## config.mk

```make
export PLATFORM = sky130hd
export DESIGN_NAME = ibus_byte_master
export DESIGN_NICKNAME = d
export VERILOG_FILES = /design/src/rtl/ibus_byte_master.sv
export SDC_FILE = /design/constraint.sdc
export NUM_CORES = 1
export LEC_CHECK = 0
export BUFFER_PORTS_ARGS = -buffer_cell sky130_fd_sc_hd__buf_2
export CAP_MARGIN = 20
export CORE_UTILIZATION = 44
export CTS_CLUSTER_DIAMETER = 120
export DETAILED_ROUTE_END_ITERATION = 7
export GPL_TIMING_DRIVEN = 0
export PLACE_DENSITY_LB_ADDON = 0.05
export SLEW_MARGIN = 30
export SYNTH_ARGS = -nofsm -noshare
export SYNTH_HDL_FRONTEND = slang
export SYNTH_SLANG_ARGS = --single-unit
```

## constraint.sdc

```tcl
create_clock -name CLK -period 3 [get_ports CLK]
set_input_delay 0.45 -clock CLK [delete_from_list [all_inputs] [get_ports CLK]]
set_output_delay 0.45 -clock CLK [all_outputs]
set_load 0.02 [all_outputs]
```

## src/rtl/ibus_byte_master.sv

```systemverilog
// IBUS initiator: splits one CPU byte/word/long access into big-endian single-byte IBUS
// transfers for 8-bit peripherals, with alignment checking and a wait-state timeout.
module ibus_byte_master #(
    parameter int unsigned TIMEOUT = 255
) (
    input  logic        CLK,
    input  logic        RST,
    input  logic        CE_R,
    input  logic [31:0] CPU_A,
    input  logic [31:0] CPU_DI,
    input  logic [1:0]  CPU_SZ,
    input  logic        CPU_WE,
    input  logic        CPU_REQ,
    output logic        CPU_BUSY,
    output logic        CPU_DONE,
    output logic        CPU_ERR,
    output logic [31:0] CPU_DO,
    output logic [31:0] IBUS_A,
    output logic [31:0] IBUS_DO,
    input  logic [31:0] IBUS_DI,
    output logic [3:0]  IBUS_BA,
    output logic        IBUS_WE,
    output logic        IBUS_REQ,
    input  logic        IBUS_BUSY
);

    typedef enum logic [1:0] {StIdle, StXfer, StDone} state_e;

    state_e      state_q, state_d;
    logic [31:0] addr_q, addr_d;
    logic [31:0] wdata_q, wdata_d;
    logic [31:0] rdata_q, rdata_d;
    logic [1:0]  sz_q, sz_d;
    logic [1:0]  idx_q, idx_d;
    logic        we_q, we_d;
    logic        err_q, err_d;
    logic [7:0]  tmo_q, tmo_d;

    logic [1:0]  last_idx;
    logic [31:0] cur_addr;
    logic [1:0]  lane;
    logic [1:0]  pos;
    logic [7:0]  wr_byte;
    logic [7:0]  rd_byte;
    logic [8:0]  tmo_inc;
    logic        req_bad;

    // Byte idx of an N-byte access sits at result position N-1-idx (big-endian).
    always_comb begin
        case (sz_q)
            2'b00:   last_idx = 2'd0;
            2'b01:   last_idx = 2'd1;
            default: last_idx = 2'd3;
        endcase
        cur_addr = addr_q + {30'd0, idx_q};
        lane     = cur_addr[1:0];
        pos      = last_idx - idx_q;
        wr_byte  = wdata_q[{pos, 3'b000} +: 8];
        case (lane)
            2'd0:    rd_byte = IBUS_DI[31:24];
            2'd1:    rd_byte = IBUS_DI[23:16];
            2'd2:    rd_byte = IBUS_DI[15:8];
            default: rd_byte = IBUS_DI[7:0];
        endcase
        tmo_inc = {1'b0, tmo_q} + 9'd1;
        req_bad = (CPU_SZ == 2'b11) ||
                  ((CPU_SZ == 2'b01) && CPU_A[0]) ||
                  ((CPU_SZ == 2'b10) && (CPU_A[1:0] != 2'b00));
    end

    always_ff @(posedge CLK) begin
        if (RST) begin
            state_q <= StIdle;
            addr_q  <= '0;
            wdata_q <= '0;
            rdata_q <= '0;
            sz_q    <= '0;
            idx_q   <= '0;
            we_q    <= 1'b0;
            err_q   <= 1'b0;
            tmo_q   <= '0;
        end else begin
            state_q <= state_d;
            addr_q  <= addr_d;
            wdata_q <= wdata_d;
            rdata_q <= rdata_d;
            sz_q    <= sz_d;
            idx_q   <= idx_d;
            we_q    <= we_d;
            err_q   <= err_d;
            tmo_q   <= tmo_d;
        end
    end

    always_comb begin
        state_d = state_q;
        addr_d  = addr_q;
        wdata_d = wdata_q;
        rdata_d = rdata_q;
        sz_d    = sz_q;
        idx_d   = idx_q;
        we_d    = we_q;
        err_d   = err_q;
        tmo_d   = tmo_q;
        if (CE_R) begin
            case (state_q)
                StIdle: begin
                    if (CPU_REQ) begin
                        addr_d  = CPU_A;
                        wdata_d = CPU_DI;
                        sz_d    = CPU_SZ;
                        we_d    = CPU_WE;
                        idx_d   = 2'd0;
                        tmo_d   = 8'd0;
                        rdata_d = 32'd0;
                        err_d   = req_bad;
                        state_d = req_bad ? StDone : StXfer;
                    end
                end
                StXfer: begin
                    if (!IBUS_BUSY) begin
                        tmo_d = 8'd0;
                        if (!we_q) begin
                            rdata_d[{pos, 3'b000} +: 8] = rd_byte;
                        end
                        if (idx_q == last_idx) begin
                            err_d   = 1'b0;
                            state_d = StDone;
                        end else begin
                            idx_d = idx_q + 2'd1;
                        end
                    end else begin
                        tmo_d = tmo_inc[7:0];
                        if (tmo_inc == 9'(TIMEOUT)) begin
                            err_d   = 1'b1;
                            state_d = StDone;
                        end
                    end
                end
                StDone: begin
                    idx_d   = 2'd0;
                    tmo_d   = 8'd0;
                    state_d = StIdle;
                end
                default: state_d = StIdle;
            endcase
        end
    end

    // Outputs depend only on registered state, so they change only after a clock edge.
    always_comb begin
        CPU_BUSY = (state_q != StIdle);
        CPU_DONE = 1'b0;
        CPU_ERR  = 1'b0;
        CPU_DO   = 32'd0;
        IBUS_A   = 32'd0;
        IBUS_DO  = 32'd0;
        IBUS_BA  = 4'd0;
        IBUS_WE  = 1'b0;
        IBUS_REQ = 1'b0;
        case (state_q)
            StXfer: begin
                IBUS_REQ = 1'b1;
                IBUS_A   = cur_addr;
                IBUS_WE  = we_q;
                IBUS_BA  = 4'b1000 >> lane;
                if (we_q) begin
                    IBUS_DO = {wr_byte, 24'd0} >> {lane, 3'b000};
                end
            end
            StDone: begin
                CPU_DONE = 1'b1;
                CPU_ERR  = err_q;
                CPU_DO   = rdata_q;
            end
            default: ;
        endcase
    end

endmodule

```

==> summary.txt <==
DRC Markers: 0
Post-synthesis sequential area ratio: 37.8%
GPL Wtd Cong: 0.836
Worst slew margin: 50.0%
FF-to-FF path depth: 9
Sw frac: 27.9%
Fmax: 0.338 GHz
GRT Total Usage: 25.1%
Final core utilization: 58.5%
Max FO, Critical Path: 4
Worst-path clk slew: 80 ps
Synth Flop Type: dfxtp_1
Synth top cells by count: nand2_1, dfxtp_1, a21oi_1
Synthesized flop and latch total: 112
Post-placement cell area: 7190 um2
Post-route antenna net violation count: 0
CTS H-tree depth: 3
Reg2reg setup slack: 290 ps
Antenna cell count: 0
Setup-failing EPs final: 0
Endpoint with the worst hold slack: wdata_q[6]
Syn_area_per_cell: 7.93 um2
Worst r2r dst: rdata_q[15]
Congestion Overflow GR: 0
Clock insertion delay at the later pin of the skew report: 360 ps
Hold Path Class: in2reg
Routed vias: 5970
Synth top area share: 37.8%
Logic pwr share: 14.3%
Final Hold Viols: 0
Num ports: 209
Setup TNS: 0 ps
First-pass GRT wire length: 27.5 mm
Non-Filler Instances: 1158
Design area: 7710 um2
Hold depth: 3
Number of core rows: 42
TritonCTS clock tree: built
Wire per inst: 15.3 um
Pre-Repair DR Iteration Count: 5
Max IR drop VDD: 364 uV
Crit Path Class: reg2out
Final wirelength: 17.7 mm
Share of power burned in registers: 48.8%
Max cap viols: 0
Yosys top cell by area: dfxtp_1
Initial DRC Count: 315
# port buffers: 207
Synth async-reset ratio: 0%
Largest net degree at the start of global routing: 19
Max Clock Skew: 9.95 ps
Most numerous cell in the Yosys netlist: nand2_1
Max-slew violations: 0
Internal Power: 0.00233 W
Clk sink count: 112
CTS Buffer Depth: 2
Post-CTS Hold Fix Bufs: 0
RSZ-0062 raised after global routing: yes
Core area: 13200 um2
Actual slew at the worst max-slew pin: 750 ps
Clock share of power: 37.0%
Syn Std Cell Area: 5930 um2
Worst Setup Start Kind: flop
Place WS: -236 ps
Hpwl dp: 13.3 mm
WP data required: 2550 ps
CP Capture Type: output pin
Starting Density: 45.0%
Cts bufs inserted: 9
Cell variety after synth: 52
Die Y: 118 um
Post-synth EDFFs: 0
Start of the worst register-to-register path: sz_q[1]
Critical Path Source: idx_q[0]
Final Cycle Share: 98.6%
Final WS setup: 41.6 ps
Vias per inst: 5.16
Pwr Density: 420 nW/um2
Min-delay src: CPU_DI[6]
Switching pwr: 0.000902 W
YS warnings: 0
Vias in the first global route: 5375
Post-synthesis instance total: 748
Static leakage: 3.36 nW
Status: finished, final reports clean
Placed Cells incl. Taps: 1131
Proportion of layout cells with a drive suffix above 1: 29.0%
Root Driver: clkbuf_16
Final nets: 1092
Initial antenna violation count: 0
Tmin final: 2960 ps
Die area: 13900 um2
Area Growth Syn to Fin: 30.0%
Synthesized Nets: 863
Largest cells by area after synthesis: dfxtp_1, nand2_1, a21oi_1
Die Wd: 118 um
Critical path data arrival time: 2510 ps
[worst max-delay path by stage]
stage	to	depth (start not counted)	slack, ps
6_report	IBUS_A[14]	10	40
5_1_grt	IBUS_A[14]	10	-80
4_1_cts	IBUS_A[26]	8	-6
3_5_place_dp	IBUS_DO[31]	9	-240
3_3_place_gp	rdata_q[12]	9	-250
2_1_floorplan	IBUS_A[26]	8	250
[layer usage]
metal | vias to the layer above | track usage, % | routed length (um)
li1 | 3013 | - | -
met1 | 2771 | 32.7 | 8000
met2 | 163 | 40.7 | 8400
met3 | 23 | 4.75 | 888
met4 | 0 | 10.5 | 402
met5 | - | 0 | 0
[power groups by stage]
| stage | Combinational, W | Clock (W) | Sequential, W |
|---|---|---|---|
| after global routing | 0.000510 | 0.00126 | 0.00158 |
| after CTS | 0.000456 | 0.00122 | 0.00158 |
| after detailed placement | 0.000449 | 0 | 0.00161 |
| after global placement | 0.000447 | 0 | 0.00161 |
| final | 0.000462 | 0.00120 | 0.00158 |
| after floorplan | 0.000275 | 0 | 0.00160 |
[placed cells by master (no fill, tap or decap), types with 2 or more instances in the layout]
master	synthesis	final
nor2_1	80	78
a31oi_1	3	3
buf_4	1	15
nor3_4	2	3
nand2_1	153	153
nor2_4	0	2
and2_2	4	4
buf_6	0	3
and4_1	3	2
o21ai_0	13	13
and3_1	7	7
buf_2	5	209
buf_1	4	3
clkbuf_16	0	9
dfxtp_1	112	110
xnor2_1	10	8
ha_1	10	9
xor2_1	20	20
inv_1	11	11
inv_6	0	2
mux4_1	8	5
a22oi_1	32	32
o21a_1	4	4
nand4_1	7	7
nor2b_1	5	5
a21oi_1	87	86
clkinv_4	0	3
clkbuf_1	34	31
nand2b_1	3	2
mux4_2	8	11
and2_1	62	62
clkbuf_8	0	2
nor3_1	5	3
or3_1	8	7
nand3_1	22	21
[through the flow]
stage	hold WS [ps]	power (W)
after CTS	312	0.00325
after global placement	439	0.00206
after detailed placement	446	0.00206
final	318	0.00324
after floorplan	432	0.00187
after global routing	323	0.00336
[repair_timing]
action	4_1_cts	5_1_grt
endpoints found under the setup margin	51	45
resized for setup	19	22
pin swaps	0	7
setup buffers	2	11
[worst max-delay path, stage by stage (launching register included)]
cell      delay (ps)
dfxtp_4          360
ha_2             170
inv_1             60
fa_2             390
and4b_2          410
buf_6            140
nand2b_4          70
nor3_4           170
xnor2_1          130
nor2_1            60
buf_4            170
[flip-flops by register name, summed over array words and instances (netlist names)]
signal and flops:
tmo_q 8, idx_q 2, addr_q 32, err_q 1, wdata_q 32, state_q 2, sz_q 2, we_q 1
rdata_q 32
[cell families after synthesis]
family / count (synthesis) / synth area share (%)
fa+ha+maj: 11 / 2.45
mux: 17 / 6.75
xor+xnor: 30 / 4.43
buf+inv: 56 / 3.71
compound gates: 148 / 14.5
simple gates: 374 / 30.3
flops: 112 / 37.8
[layout make-up]
class                           count  area (um2)
Tap cell                          176         220
Inverter                           12        50.0
Buffer                             42         176
Timing Repair Buffer              220        1150
Sequential cell                   112        2250
Clock buffer                       11         253
Fill cell                        1261        5480
Clock inverter                      5        40.0
Multi-Input combinational cell    580        3580
Note: power is estimated with default switching activity, not from simulation.
